File: src/rtl/nano_mem_responder.sv
// Memory-side responder for the NanoCPU: owns the 256x16 RAM, loads a program image
// while holding the CPU in reset, and diverts I/O-window writes into an output FIFO.
module nano_mem_responder #(
    parameter logic [7:0] IO_BASE    = 8'hF0,
    parameter int         FIFO_DEPTH = 4
) (
    input  logic        ck,
    input  logic        rst_n,
    input  logic [7:0]  address,
    output logic [15:0] dataR,
    input  logic [15:0] dataW,
    input  logic        ce,
    input  logic        we,
    output logic        cpu_rst,
    input  logic        reload,
    input  logic        ld_valid,
    output logic        ld_ready,
    input  logic [15:0] ld_data,
    input  logic        ld_last,
    output logic        out_valid,
    input  logic        out_ready,
    output logic [3:0]  out_addr,
    output logic [15:0] out_data,
    output logic        ovf
);
    // state | meaning
    // LOAD  | CPU held in reset; host streams image into RAM at ptr
    // RUN   | CPU owns the bus; I/O-window writes go to the output FIFO
    typedef enum logic {LOAD = 1'b0, RUN = 1'b1} state_t;

    localparam int AW = $clog2(FIFO_DEPTH);
    localparam logic [AW:0] FIFO_ONE = {{AW{1'b0}}, 1'b1};

    state_t      state, state_nxt;
    logic [7:0]  ptr;
    logic [15:0] ram [0:255];
    logic [19:0] fifo_mem [0:(1<<AW)-1];
    logic [19:0] fifo_head;
    logic [AW:0] wr_ptr, rd_ptr;
    logic        fifo_full, fifo_empty, in_io;
    logic        ld_fire, cpu_wr, ram_we, push_req, push, pop, drop, flush;
    logic [7:0]  ram_addr;
    logic [15:0] ram_wdata;

    always_ff @(posedge ck or negedge rst_n) begin
        if (!rst_n) state <= LOAD;
        else        state <= state_nxt;
    end

    always_comb begin
        state_nxt = state;
        cpu_rst   = 1'b1;
        ld_ready  = 1'b1;
        case (state)
            LOAD: begin
                if (!reload && ld_valid && ld_last) state_nxt = RUN;
            end
            RUN: begin
                cpu_rst  = 1'b0;
                ld_ready = 1'b0;
                if (reload) state_nxt = LOAD;
            end
            default: state_nxt = LOAD;
        endcase
    end

    assign in_io      = (address >= IO_BASE);
    assign fifo_empty = (wr_ptr == rd_ptr);
    assign fifo_full  = (wr_ptr[AW-1:0] == rd_ptr[AW-1:0]) && (wr_ptr[AW] != rd_ptr[AW]);
    assign fifo_head  = fifo_mem[rd_ptr[AW-1:0]];

    // A reload in LOAD discards a coincident load word; in RUN the CPU write still lands.
    assign ld_fire   = (state == LOAD) && ld_valid && !reload;
    assign cpu_wr    = (state == RUN) && ce && we;
    assign ram_we    = ld_fire || (cpu_wr && !in_io);
    assign ram_addr  = ld_fire ? ptr : address;
    assign ram_wdata = ld_fire ? ld_data : dataW;

    assign push_req = cpu_wr && in_io;
    assign pop      = out_valid && out_ready;
    assign push     = push_req && (!fifo_full || pop);
    assign drop     = push_req && fifo_full && !pop;
    assign flush    = (state == RUN) && reload;

    always_ff @(posedge ck or negedge rst_n) begin
        if (!rst_n) begin
            ptr    <= 8'd0;
            wr_ptr <= '0;
            rd_ptr <= '0;
            ovf    <= 1'b0;
        end else begin
            if (reload)       ptr <= 8'd0;
            else if (ld_fire) ptr <= ptr + 8'd1;
            if (flush) begin
                wr_ptr <= '0;
                rd_ptr <= '0;
                ovf    <= 1'b0;
            end else begin
                if (push) wr_ptr <= wr_ptr + FIFO_ONE;
                if (pop)  rd_ptr <= rd_ptr + FIFO_ONE;
                if (drop) ovf    <= 1'b1;
            end
        end
    end

    // RAM and FIFO storage are deliberately unreset; contents survive rst_n and reload.
    always_ff @(posedge ck) begin
        if (rst_n && ram_we) ram[ram_addr] <= ram_wdata;
    end

    always_ff @(posedge ck) begin
        if (rst_n && push) fifo_mem[wr_ptr[AW-1:0]] <= {address[3:0], dataW};
    end

    always_comb begin
        dataR = 16'h0000;
        if (!in_io)                dataR = ram[address];
        else if (address == 8'hFF) dataR = {14'b0, ovf, fifo_full};
    end

    assign out_valid = !fifo_empty;
    assign out_addr  = out_valid ? fifo_head[19:16] : 4'h0;
    assign out_data  = out_valid ? fifo_head[15:0]  : 16'h0000;
endmodule

File: config.mk
export PLATFORM = sky130hd
export DESIGN_NAME = nano_mem_responder
export DESIGN_NICKNAME = d
export VERILOG_FILES = /design/src/rtl/nano_mem_responder.sv
export SDC_FILE = /design/constraint.sdc
export NUM_CORES = 2
export LEC_CHECK = 0
export CORE_MARGIN = 1.5
export CORE_UTILIZATION = 56
export CTS_CLUSTER_SIZE = 12
export DETAILED_ROUTE_END_ITERATION = 16
export PLACE_DENSITY = 0.75
export SLEW_MARGIN = 25
export SYNTH_ARGS = -nofsm -noshare
export SYNTH_HDL_FRONTEND = slang
export SYNTH_MEMORY_MAX_BITS = 65536
export SYNTH_SLANG_ARGS = --single-unit
File: constraint.sdc
create_clock -name ck -period 6.2 [get_ports ck]
set_input_delay 1.55 -clock ck [delete_from_list [all_inputs] [get_ports ck]]
set_output_delay 1.55 -clock ck [all_outputs]
set_load 0.02 [all_outputs]
==> results.cfg <==
[worst_setup_path]
cpMostUsedCell = buf_4
regToRegEndpoint = ram[29][5]$_DFFE_PP_
timing.critical_path.required_ps = 4650
worstPathArrival_ps = 4760
regToRegSetupSlack_ps = 1800
setup.worst_path.start_class = primary input
critical_path.cell_chain = buf_4 > inv_1 > nor2_4 > buf_12 > nand2_1 > o21ai_1 > buf_4 > nor4_2 > buf_4 > o311ai_0 > buf_4 > buf_4
cell_with_the_biggest_individual_delay_on_the_critical_path = o311ai_0
worstRegToRegCells = 7
path_max_fanout = 22
worst_r2r_startpoint = state$_DFF_PN0_
slowest_stage_delay_on_critical_path_ps = 520
path_class = primary input to output pin
worstSetupEndpointType = output pin

[cts]
cts.root.buffer_cell = clkbuf_16
worst_setup_hold_path_clk_slew_ps = 60
cts-buffers-inserted = 396
cts_tree = yes
clk_path_buf_depth = 4
clock_latency_ps = 930
hold_buffers = 0
cts.sink_count = 4032
htree_levels = 5

[routing]
antenna_violating_nets_post_route = 0
totalWireLength_um = 435000
wire_per_inst_um = 37.5
via_count = 80900
drt_pre_antenna_iters = 6
detailedRoute.firstIterationViolations = 13200
avgViaCountPerCell = 6.98
remaining_drc_errors = 0

[global_route]
grt_overflow_total = 0
grt_antenna_before_repair = 20
grt_use_total_pct = 30.9
maximum_number_of_pins_on_one_net_before_global_route_repair = 176
grt_pass1_vias = 79900
grt_pass1_wl_um = 606000

[placement]
place_worst_setup_slack_ps = -488
portBuffers = 87
hpwlAfterDp_um = 253000
globalplace.congestion = 0.937

[hold_path]
holdPathStages = 2
min_delay_worst_endpoint = rd_ptr[2]$_DFFE_PN0P_
hold_path.startpoint = rd_ptr[2]$_DFFE_PN0P_
worst_hold_path_type = register to register

[synthesis]
synth_top_cells_by_area = edfxtp_1, mux4_2, mux2i_1, nor2_1, a22oi_1
synth.yosys.seq_area_share_pct = 77.9
synth.most_common_cell = edfxtp_1
netlist.area_leader.share_pct = 77.6
mapped_cell_area_um2 = 155000
ys_seq_elements = 4032
post_synth_inst_count = 6703
avg_inst_size_synth_um2 = 23.2
synth_top_flop_cell = edfxtp_1
synth_largest_area_cell = edfxtp_1
cell_variety_after_synth = 70
async_sr_flop_fraction_pct = 0.397
synth_enable_flop_cells = 4016
synth.cells.most_frequent = edfxtp_1, mux4_2, nor2_1
yosys_warnings = 0
syn-num-nets = 6757

[power]
power.density_cell_area_nw_per_um2 = 313
vdd.ir_drop.worst_uv = 253
power_leakage_uw = 0.0570

[timing]
report.final.hold_viol_count = 0
setup_failing_eps_final = 8
min_cycle_time_layout_ps = 6310
postLayoutSetupSlackWorst_ps = -109
worst_clock_skew_ps = 52.8
fmax_ghz = 0.158
max-slew-margin-rel_pct = 26.4
final_min_period_over_clock_period_pct = 102
worstMarginPinSlew_ps = 1090
fin_max_slew_vios = 0
timing.setup.tns_ps = -382
setup_repair_after_global_routing_missed_its_margin = yes

[outcome]
violations_in_the_final_reports = negative setup slack
run_status = finished, violations left

[floorplan]
die_height_um = 530
design.core.area_um2 = 276000
floorplan.io_pins = 88
design.die.area_um2 = 281000
fp-row-count = 193
initial_utilization_pct = 56.2
chipWidth_um = 530

[layout]
nets = 7745
layout-area-overhead-vs-synth_pct = 15.5
drive_gt1_share_pct = 34.4

[job]
max_cap_viol_count = 0
layout by cell type, fill, tap and decap left out, drive strengths merged, types with 7 or more instances in the layout:
master	instances
nand4	9
o221ai	18
a21oi	58
o22ai	27
clkinv	88
a31oi	9
diode	14
clkdlybuf4s50	64
dfrtp	16
nor3	11
nor2b	31
nand2b	15
inv	14
nand3	47
nand3b	13
mux2	24
a211oi	16
o21ai	55
a22oi	93
nand2	145
xor2	7
mux4	1117
edfxtp	4016
a221oi	29
a22o	17
mux2i	143
buf	906
clkbuf	489
nor2	304
where the power goes:
group	internal (uW)	leakage, uW	switching (uW)
clock network	11800	0.00539	9770
logic	1660	0.0152	2620
registers	30300	0.0364	25.3
cell families (layout without fill, tap and decap cells):
kind of cell             Yosys count  after routing  share of synthesized area (%)
XOR/XNOR                          13             13                         0.0733
other                              0             14                              0
AO/OA/AOI/OAI                    369            369                           1.66
adder cells (fa/ha/maj)            6              6                         0.0483
AND/OR/NAND/NOR                  604            604                           1.68
multiplexers                    1284           1284                           17.3
buffers and inverters            395           1569                           1.35
flip-flops                      4032           4032                           77.9
how the worst max path moves through the flow:
stage | from | endpoint | slack, ps | depth (start not counted)
final | address[4] | dataR[8] | -110 | 12
after global routing | address[0] | dataR[9] | -50 | 13
after CTS | address[0] | dataR[12] | -40 | 13
after detailed placement | address[0] | dataR[10] | -490 | 11
after global placement | address[1] | dataR[15] | -590 | 11
after floorplan | ld_valid | ram[0][0]$_DFFE_PP_ | -440 | 7
worst max-delay path: cells and delay by family:
kind                   cells  cell delay [ps]
AO/OA/AOI/OAI              2              700
AND/OR/NAND/NOR            3              600
buffers and inverters      7             1840
flip-flops by register name, summed over array words and instances (netlist names):
| signal | count |
|---|---|
| ptr | 8 |
| rd_ptr | 3 |
| state | 1 |
| fifo_mem | 80 |
| ovf | 1 |
| wr_ptr | 3 |
| ram | 3936 |
through the flow:
stage / cells / util [%] / cell area [um^2] / hold slack (ps) / total power, uW
2_1_floorplan: 6703 / - / 155000 / 517 / 33200
3_3_place_gp: 11000 / 60.6 / 167000 / 544 / 34800
3_5_place_dp: 11000 / 60.6 / 167000 / 552 / 34900
4_1_cts: 11600 / 64.8 / 179000 / 627 / 56100
5_1_grt: 11600 / 64.9 / 179000 / 665 / 57300
6_report: 11600 / 64.9 / 179000 / 626 / 56100
metal layers:
layer  vias to the layer above  wire [um]  global-route usage [%]
met5                         -         62                       0
met2                      6872     204000                    47.6
met1                     42500     148000                    41.9
met4                        10      24200                    14.2
met3                      1152      59400                    8.15
li1                      30500          -                       -
repair_timing:
action | in CTS | in global routing
setup buffers | 13 | 14
gates resized for setup | 60 | 33
pin swaps | 6 | 9
cloned | 4 | 3
setup endpoints to repair | 15 | 14
area by class of cell:
type,instances,area (um^2)
diodes,14,35.0
clock buffers,486,10400
clock inverters,98,698
fillers,16900,96800
inverters,8,33.8
multi-input cells,2276,33100
flip-flops and latches,4032,121000
well taps,3705,4640
repair buffers,977,9510
(Power assumes the default switching activity.)
